==> config.mk <==
export PLATFORM = sky130hd
export DESIGN_NAME = data_mem_ctrl
export DESIGN_NICKNAME = d
export VERILOG_FILES = /design/src/rtl/risc_mem_pkg.sv /design/src/rtl/data_mem_array.sv /design/src/rtl/data_mem_ctrl.sv
export SDC_FILE = /design/constraint.sdc
export NUM_CORES = 1
export LEC_CHECK = 0
export CAP_MARGIN = 5
export CELL_PAD_IN_SITES_DETAIL_PLACEMENT = 1
export CELL_PAD_IN_SITES_GLOBAL_PLACEMENT = 2
export CORE_MARGIN = 2
export CORE_UTILIZATION = 30
export CTS_CLUSTER_DIAMETER = 200
export DETAILED_ROUTE_END_ITERATION = 7
export GPL_TIMING_DRIVEN = 0
export PLACE_DENSITY_LB_ADDON = 0.1
export SYNTH_ARGS = -nofsm -noshare
export SYNTH_HDL_FRONTEND = slang
export SYNTH_SLANG_ARGS = --single-unit
==> constraint.sdc <==
create_clock -name clka -period 4 [get_ports clka]
set_input_delay 1.2 -clock clka [delete_from_list [all_inputs] [get_ports clka]]
set_output_delay 1.2 -clock clka [all_outputs]
set_load 0.005 [all_outputs]
==> src/rtl/risc_mem_pkg.sv <==
// Shared types and constants for the RISC core data memory controller.
package risc_mem_pkg;

    typedef enum logic [1:0] {
        ST_INIT,
        ST_IDLE,
        ST_BUSY
    } state_t;

    localparam int BYTE_W    = 8;
    localparam int LAT_CNT_W = 4;

endpackage

==> src/rtl/data_mem_array.sv <==
// Single-port word storage with per-byte write enables and combinational read.
// Out-of-range addresses neither write nor return stored data.
module data_mem_array
    import risc_mem_pkg::*;
#(
    parameter int DATA_W = 32,
    parameter int DEPTH  = 32,
    parameter int ADDR_W = 5
) (
    input  logic                     clka,
    input  logic                     we,
    input  logic [DATA_W/BYTE_W-1:0] be,
    input  logic [ADDR_W-1:0]        addr,
    input  logic [DATA_W-1:0]        wdata,
    output logic [DATA_W-1:0]        rdata
);

    localparam int NBYTES = DATA_W / BYTE_W;

    logic [DATA_W-1:0] mem [DEPTH];
    logic              in_range;

    assign in_range = 32'(addr) < DEPTH;

    always_ff @(posedge clka) begin
        if (we && in_range) begin
            for (int i = 0; i < NBYTES; i++) begin
                if (be[i]) begin
                    mem[addr][i*BYTE_W +: BYTE_W] <= wdata[i*BYTE_W +: BYTE_W];
                end
            end
        end
    end

    assign rdata = in_range ? mem[addr] : '0;

endmodule

==> src/rtl/data_mem_ctrl.sv <==
// Data memory controller for the RISC MEM stage: req/ready/ack handshake with
// programmable latency, byte-enable writes, range check and post-reset clear sweep.
//
// state   | meaning
// ST_INIT | zeroing word clr_addr, one word per cycle
// ST_IDLE | waiting for a request
// ST_BUSY | latency countdown; access performed when lat_cnt reaches 0
module data_mem_ctrl
    import risc_mem_pkg::*;
#(
    parameter int DATA_W   = 32,
    parameter int DEPTH    = 32,
    parameter int ADDR_W   = 5,
    parameter int LATENCY  = 1,
    parameter int CLEAR_EN = 1
) (
    input  logic                     clka,
    input  logic                     rsta_n,
    input  logic                     req_a,
    input  logic                     wea,
    input  logic [DATA_W/BYTE_W-1:0] bea,
    input  logic [ADDR_W-1:0]        addra,
    input  logic [DATA_W-1:0]        dina,
    output logic                     ready_a,
    output logic                     ack_a,
    output logic                     err_a,
    output logic [DATA_W-1:0]        douta
);

    localparam int                   NBYTES    = DATA_W / BYTE_W;
    localparam logic [LAT_CNT_W-1:0] LAT_LOAD  = LAT_CNT_W'(LATENCY - 1);
    localparam logic [LAT_CNT_W-1:0] LAT_ONE   = LAT_CNT_W'(1);
    localparam logic [ADDR_W-1:0]    LAST_ADDR = ADDR_W'(DEPTH - 1);
    localparam state_t               RST_STATE = (CLEAR_EN != 0) ? ST_INIT : ST_IDLE;

    state_t               state;
    logic [LAT_CNT_W-1:0] lat_cnt;
    logic [ADDR_W-1:0]    clr_addr;
    logic                 we_q;
    logic [NBYTES-1:0]    be_q;
    logic [ADDR_W-1:0]    addr_q;
    logic [DATA_W-1:0]    din_q;
    logic                 ready_q;

    logic                 accept;
    logic                 done;
    logic                 q_in_range;
    logic                 arr_we;
    logic [NBYTES-1:0]    arr_be;
    logic [ADDR_W-1:0]    arr_addr;
    logic [DATA_W-1:0]    arr_wdata;
    logic [DATA_W-1:0]    arr_rdata;

    // ready_q is only set in IDLE or on the last BUSY cycle, so a new request
    // can be accepted on the same edge that completes the previous one.
    assign accept     = req_a && ready_q;
    assign done       = (state == ST_BUSY) && (lat_cnt == '0);
    assign q_in_range = 32'(addr_q) < DEPTH;
    assign ready_a    = ready_q;

    always_comb begin
        arr_we    = 1'b0;
        arr_be    = '1;
        arr_addr  = addr_q;
        arr_wdata = '0;
        if (state == ST_INIT) begin
            arr_we   = 1'b1;
            arr_addr = clr_addr;
        end else if (done && we_q && q_in_range) begin
            arr_we    = 1'b1;
            arr_be    = be_q;
            arr_wdata = din_q;
        end
    end

    data_mem_array #(
        .DATA_W (DATA_W),
        .DEPTH  (DEPTH),
        .ADDR_W (ADDR_W)
    ) u_array (
        .clka   (clka),
        .we     (arr_we),
        .be     (arr_be),
        .addr   (arr_addr),
        .wdata  (arr_wdata),
        .rdata  (arr_rdata)
    );

    always_ff @(posedge clka or negedge rsta_n) begin
        if (!rsta_n) begin
            state    <= RST_STATE;
            lat_cnt  <= '0;
            clr_addr <= '0;
            we_q     <= 1'b0;
            be_q     <= '0;
            addr_q   <= '0;
            din_q    <= '0;
            ready_q  <= 1'b0;
            ack_a    <= 1'b0;
            err_a    <= 1'b0;
            douta    <= '0;
        end else begin
            ack_a <= 1'b0;
            err_a <= 1'b0;
            case (state)
                ST_INIT: begin
                    clr_addr <= clr_addr + 1'b1;
                    if (clr_addr == LAST_ADDR) begin
                        state   <= ST_IDLE;
                        ready_q <= 1'b1;
                    end
                end
                ST_IDLE: begin
                    // also covers the first cycle after reset when the sweep is skipped
                    ready_q <= 1'b1;
                end
                ST_BUSY: begin
                    if (lat_cnt != '0) begin
                        lat_cnt <= lat_cnt - 1'b1;
                        ready_q <= (lat_cnt == LAT_ONE);
                    end else begin
                        ack_a   <= 1'b1;
                        err_a   <= !q_in_range;
                        if (!we_q) begin
                            douta <= arr_rdata;
                        end
                        state   <= ST_IDLE;
                        ready_q <= 1'b1;
                    end
                end
                default: begin
                    state   <= RST_STATE;
                    ready_q <= 1'b0;
                end
            endcase
            if (accept) begin
                we_q    <= wea;
                be_q    <= bea;
                addr_q  <= addra;
                din_q   <= dina;
                lat_cnt <= LAT_LOAD;
                state   <= ST_BUSY;
                ready_q <= (LAT_LOAD == '0);
            end
        end
    end

endmodule
# Word-level counts from Yosys, hierarchy flattened
# Memories as Yosys holds them, arrays and structs flattened. A register that Yosys moved wholly into a read port is not among the register bits.
# Index checks and enable logic that the tools add are counted.
word_totals:
  out_inout_bits: 35
  input_bits: 45
  mem_bits_rw: 1024
  mem_count: 1
  regBits: 55
op_classes:
  addsub: 2
  n_mux: 32
  n_bitwise: 2
  n_reduce_logical: 12
  eq_ne: 7
memory_table:
  columns: ["memory", "depth", "width", "read_ports", "rd_clocked_by_memory_dff", "wr", "line", "source"]
  rows:
  - ["u_array.mem", 32, 32, 1, 1, 1, "data_mem_array.sv:20", "logic [DATA_W-1:0] mem [DEPTH];"]
op_table:
  columns: ["operator", "count"]
  rows:
  - ["32-bit 2-to-1 mux", 2]
  - ["4-bit 2-to-1 mux", 5]
  - ["1-bit 2-to-1 mux", 19]
  - ["2-bit 2-to-1 mux", 3]
  - ["2-bit one-hot mux with 3 select lines", 1]
  - ["3-bit AND reduction", 2]
  - ["5-bit by 1-bit adder with 5-bit output, second input constant", 1]
  - ["5-bit equality test, second input constant", 1]
  - ["5-bit 2-to-1 mux", 1]
  - ["4-bit by 1-bit equality test with 1-bit output, second input constant", 1]
  - ["4-bit zero test", 1]
  - ["2-bit nonzero test", 2]
  - ["4-bit nonzero test", 1]
  - ["4-bit by 1-bit subtractor with 4-bit output, second input constant", 1]
  - ["1-bit logical AND", 3]
  - ["3-bit by 2-bit inequality test with 1-bit output, second input constant", 1]
  - ["3-bit inequality test, second input constant", 1]
  - ["1-bit one-hot mux with 3 select lines", 1]
  - ["2-bit by 1-bit equality test with 1-bit output, second input constant", 1]
  - ["2-bit equality test, second input constant", 1]
  - ["2-bit zero test", 1]
  - ["2-bit inequality test, second input constant", 1]
  - ["1-bit NOT", 2]
  - ["2-bit AND reduction", 1]
  - ["1-bit zero test", 1]

# Logic depth before layout (Yosys ltp)
depth:
  ltp_word: 8
  ltp_mapped: 10

# Cells and area by module
# From an unflattened synthesis, not the netlist that was laid out.
hier_totals:
  hier_cells: 2462
  area_unflattened_um2: 43401.6
modules_own_cells:
  columns: ["mod", "cells_each", "instances", "area_each_um2", "seq_area_each_um2"]
  rows:
  - ["data_mem_array", 2198, 1, 39562.9, 30749.5]
  - ["data_mem_ctrl", 264, 1, 3838.7, 2177.1]

# Worst setup path after synthesis
# Ideal clock, no wire load.
synth_timing:
  kind: "flip-flop to flip-flop"
  from: "register state[1]"
  to: "memory u_array.mem[3][0] (enable)"
  path_stages_with_launch: 9
  t_arrival_ps: 2363
  required_time_ps: 3617
  setup_ps: 383
  path_buffers: 4
  slack_ps: 1253
  path_cell_list: "dfrtp_1 > buf_4 > or4_1 > o31ai_1 > nand2_1 > buf_2 > buf_2 > buf_2 > nor3_1"
synth_between:
  elab_chain_len: 8
synth_rtl:
  columns: ["item", "line", "source"]
  rows:
  - ["from (decl)", "data_mem_ctrl.sv:36", "state_t state;"]
  - ["from (signal assigned)", "data_mem_ctrl.sv:91", "state <= RST_STATE;"]
  - ["from (signal assigned)", "data_mem_ctrl.sv:109", "state <= ST_IDLE;"]
  - ["from (signal assigned)", "data_mem_ctrl.sv:127", "state <= ST_IDLE;"]
  - ["2-bit equality test", "data_mem_ctrl.sv:57", "assign done = (state == ST_BUSY) && (lat_cnt == '0);"]
  - ["1-bit logical AND", "data_mem_ctrl.sv:57", null]
  - ["1-bit logical AND", "data_mem_ctrl.sv:69", "end else if (done && we_q && q_in_range) begin"]
  - ["4-bit 2-to-1 mux", "data_mem_ctrl.sv:69", null]
  - ["4-bit 2-to-1 mux", "data_mem_ctrl.sv:66", "if (state == ST_INIT) begin"]
  - ["1-bit 2-to-1 mux", "data_mem_array.sv:28", "if (be[i]) begin"]
  - ["1-bit 2-to-1 mux", "data_mem_array.sv:26", "if (we && in_range) begin"]
  - ["1-bit 2-to-1 mux (implied by the code)", "data_mem_array.sv:29", "mem[addr][i*BYTE_W +: BYTE_W] <= wdata[i*BYTE_W +: BYTE_W];"]
  - ["to (decl)", "data_mem_array.sv:20", null]
# Parallel ways exist; a longest one is shown, timed or not.

# Worst setup path in the final report
layout_timing:
  from: "register state[1]"
  to: "memory u_array.mem[30][19] (enable)"
# The elaborated chain is that of the path after synthesis.

==> results.md <==
* Cells after synthesis at 2,615
* CP max stage cell: nor2_2
* 1st-pass router iterations at 5
* Worst-path fanout max at 10
* Core area at 0.139 mm2
* Post-synth top area cell: edfxtp_1
* Synth Net Count at 2,664
* GP Congestion at 0.837
* Critical Path RT at 4.36 ns
* Clock Pin Slew Worst Setup and Hold Paths at 0.06 ns
* First DRT Iteration DRCs at 2,881
* Via count at 26,691
* Global route overflow at 0
* Drt wl/cell at 37.1 um
* Top area cells in the synthesized netlist: edfxtp_1, a22oi_1, dfrtp_1
* Syn avg cell area at 16.0 um2
* Vert. Die Dim at 377 um
* Number of fillers in the final layout at 13,985
* Crit-path cells: buf_4 -> or4b_4 -> o21ai_4 -> buf_4 -> buf_4 -> nand3_1 -> nor2_2
* Initial antenna violation count at 14
* Post-synth ARST share at 0.0783
* CP top delay family: simple AND/OR/NAND/NOR gates
* Fin. Hold Viols at 0
* Total GRT Usage at 0.252
* RSZ-0062 raised after global routing: yes
* Area of the multi-input gates at 0.00852 mm2
* Most used cell, CP: buf_4
* YS warnings at 0
* Placed cell area at 0.0462 mm2
* Number of CTS-inserted buffers at 120
* Clock sink count at 1,111
* H-tree depth at 3
* Worst Path Buf+Inv at 3
* Max-capacitance violation count at 0
* Mux share of post-synthesis cell area at 0.00141
* Layout cells sized above 1 at 0.182
* CP arrival at 4.52 ns
* Ports at 80
* WP depth at 7
* Compound-Gate Fraction of Synth Area at 0.131
* Simple-gate portion of the synthesized area at 0.0522
* Distinct cells, synth at 41
* Register area at 0.0329 mm2
* Mapped Area at 0.0418 mm2
* Leakage power total at 16.3 nW
* Crit path time final at 4.15 ns
* Max Freq at 241 MHz
* Worst Max-Slew Pin Slew at 1.43 ns
* Worst R2R Path Depth at 7
* Final worst setup slack at -0.153 ns
* Post-route clock skew at 0.0226 ns
* Number of remaining DRC errors at 0
* Critical path's largest stage delay at 0.81 ns
* CTS tree: yes
* Skew-Pair Late Insertion Delay at 0.74 ns
* Worst Hold Class: in -> async
* R2R Path End: u_array.mem[30][19]
* Final Max Slew Viols at 0
* Hpwl dp at 123 mm
* Power Total at 41.6 mW
* Place WS at -0.926 ns
* Adder-Cell Fraction of Synth Area at 0.00120
* Final ANT Viol Nets at 0
* Failing checks: setup timing
* Critical Path Start Type: flip-flop
* CTS max path bufs at 3
* Post-Synth XOR/XNOR Area at 0.00126
* Design Area, Final at 0.0506 mm2
* Vias in the first global route at 27,225
* Setup crit end kind: flip-flop
* Most frequent cell after synthesis: edfxtp_1
* Slew Limit Headroom at 0.0487
* Largest family of logic cells by synthesized area: compound AO/OA/AOI/OAI gates
* Layout area overhead at 21.0%
* First-pass GRT wire length at 241 mm
* Nets at 2,941
* Seq/Total Area, Yosys at 0.787
* Synth top cells by count: edfxtp_1, a22oi_1, a21oi_1, nand2_1, nor3_1
* Port Buffer Count at 78
* Flop2flop setup slack at -0.15 ns
* # setup viols final at 41
* Yosys reg bits at 1,111
* Ys flop type: edfxtp_1
* VDD IR-drop max at 495 uV
* Die width at 377 um
* Starting Density at 0.301
* Outcome: finished, violations left
* Core Rows at 137
* Hold-fix buffers, CTS at 0
* PwrDens at 822 mW/mm2
* CP Class: reg -> reg
* Core Util, Final at 0.364
* Root Buffer: clkbuf_16
* Avg Vias per Cell at 5.47
* Fin crit share at 1.04
* Reg2reg start: state[1]
* DIE AREA at 0.142 mm2
* Synth top area share at 0.735
* Largest net degree at the start of global routing at 67
* Post-synth EDFFs at 1,024
* Total Wirelength at 181 mm
cells by family (layout without fill, tap and decap cells):
| logic type | Yosys count | in the layout |
|---|---|---|
| AO/OA/AOI/OAI | 822 | 822 |
| buffers and inverters | 199 | 580 |
| multiplexers | 5 | 5 |
| adder cells (fa/ha/maj) | 4 | 4 |
| flip-flops | 1111 | 1111 |
| XOR/XNOR | 6 | 6 |
| other | 1 | 6 |
| AND/OR/NAND/NOR | 467 | 467 |
worst reg2reg max path, cell delays in order, from the launching register on:
cell	delay, ns
dfrtp_1	0.44
buf_4	0.21
or4b_4	0.56
o21ai_4	0.20
buf_4	0.44
buf_4	0.42
nand3_1	0.70
nor2_2	0.81
sequential cells by signal, summed over array words and instances, names as in the netlist, 2 cells and up:
register     cells
u_array.mem   1024
din_q           32
douta           32
addr_q           5
clr_addr         5
be_q             4
lat_cnt          4
state            2
layout make-up:
type	count	area share
Clock buffer	164	0.0667
Antenna cell	5	0.000247
Buffer	196	0.0212
Multi-Input combinational cell	1305	0.168
Tap cell	1876	0.0464
Sequential cell	1111	0.651
Inverter	2	0.000148
Clock inverter	62	0.0109
Timing Repair Buffer	156	0.0357
how the worst max path moves through the flow:
stage | start | endpoint | slack, ns
after CTS | state[1] | u_array.mem[30][28] | -0.32
after detailed placement | state[1] | u_array.mem[27][7] | -0.93
after global placement | rsta_n | ack_a | -3.34
after floorplan | state[1] | u_array.mem[3][0] | 1.25
after global routing | state[1] | u_array.mem[30][28] | -0.12
final | state[1] | u_array.mem[30][19] | -0.15
metrics by stage:
step                cells  setup TNS (ns)  hold slack, ns
global placement     4569         -639.46           0.454
floorplan            2615               0           0.438
finish               4877           -4.58           0.364
CTS                  4863           -9.28           0.341
global route         4872           -3.39           0.365
detailed placement   4638         -115.58           0.458
power by group:
| part | switching (mW) | total (mW) | leakage [nW] | internal, mW |
|---|---|---|---|---|
| clock network | 4.75 | 11.3 | 1.93 | 6.50 |
| logic | 12.0 | 15.7 | 4.00 | 3.69 |
| registers | 0.537 | 14.7 | 10.4 | 14.1 |
routing by layer:
| metal | GRT usage | up-vias | wire [um] |
|---|---|---|---|
| li1 | - | 11084 | - |
| met5 | 0 | - | 13 |
| met4 | 0.0816 | 2 | 6070 |
| met3 | 0.0320 | 213 | 9460 |
| met2 | 0.426 | 973 | 88300 |
| met1 | 0.336 | 14419 | 77300 |
layout by cell type (no fill, tap or decap), drive strengths merged, types with 2 or more instances in the layout:
cell / count
mux2: 4
or4b: 4
clkbuf: 228
o21a: 2
nor2b: 2
a31oi: 33
o31ai: 3
nand2: 142
and2: 2
dfrtp: 87
diode: 5
o21ai: 8
a22oi: 512
or4: 2
xnor2: 5
and3: 34
inv: 4
bufinv: 10
clkinv: 47
buf: 211
nand2b: 5
nor3: 128
edfxtp: 1024
clkdlybuf4s50: 77
nor4: 33
nand3: 9
ha: 4
a21oi: 261
clkinvlp: 3
nor2: 104
timing repair:
| action | 4_1_cts | 5_1_grt |
|---|---|---|
| hold endpoints to repair | 0 | 0 |
| gates resized for setup | 46 | 20 |
| pin swaps | 0 | 0 |
| setup buffers | 0 | 0 |
| setup endpoints to repair | 287 | 157 |
Note: power is estimated with default switching activity, not from simulation.
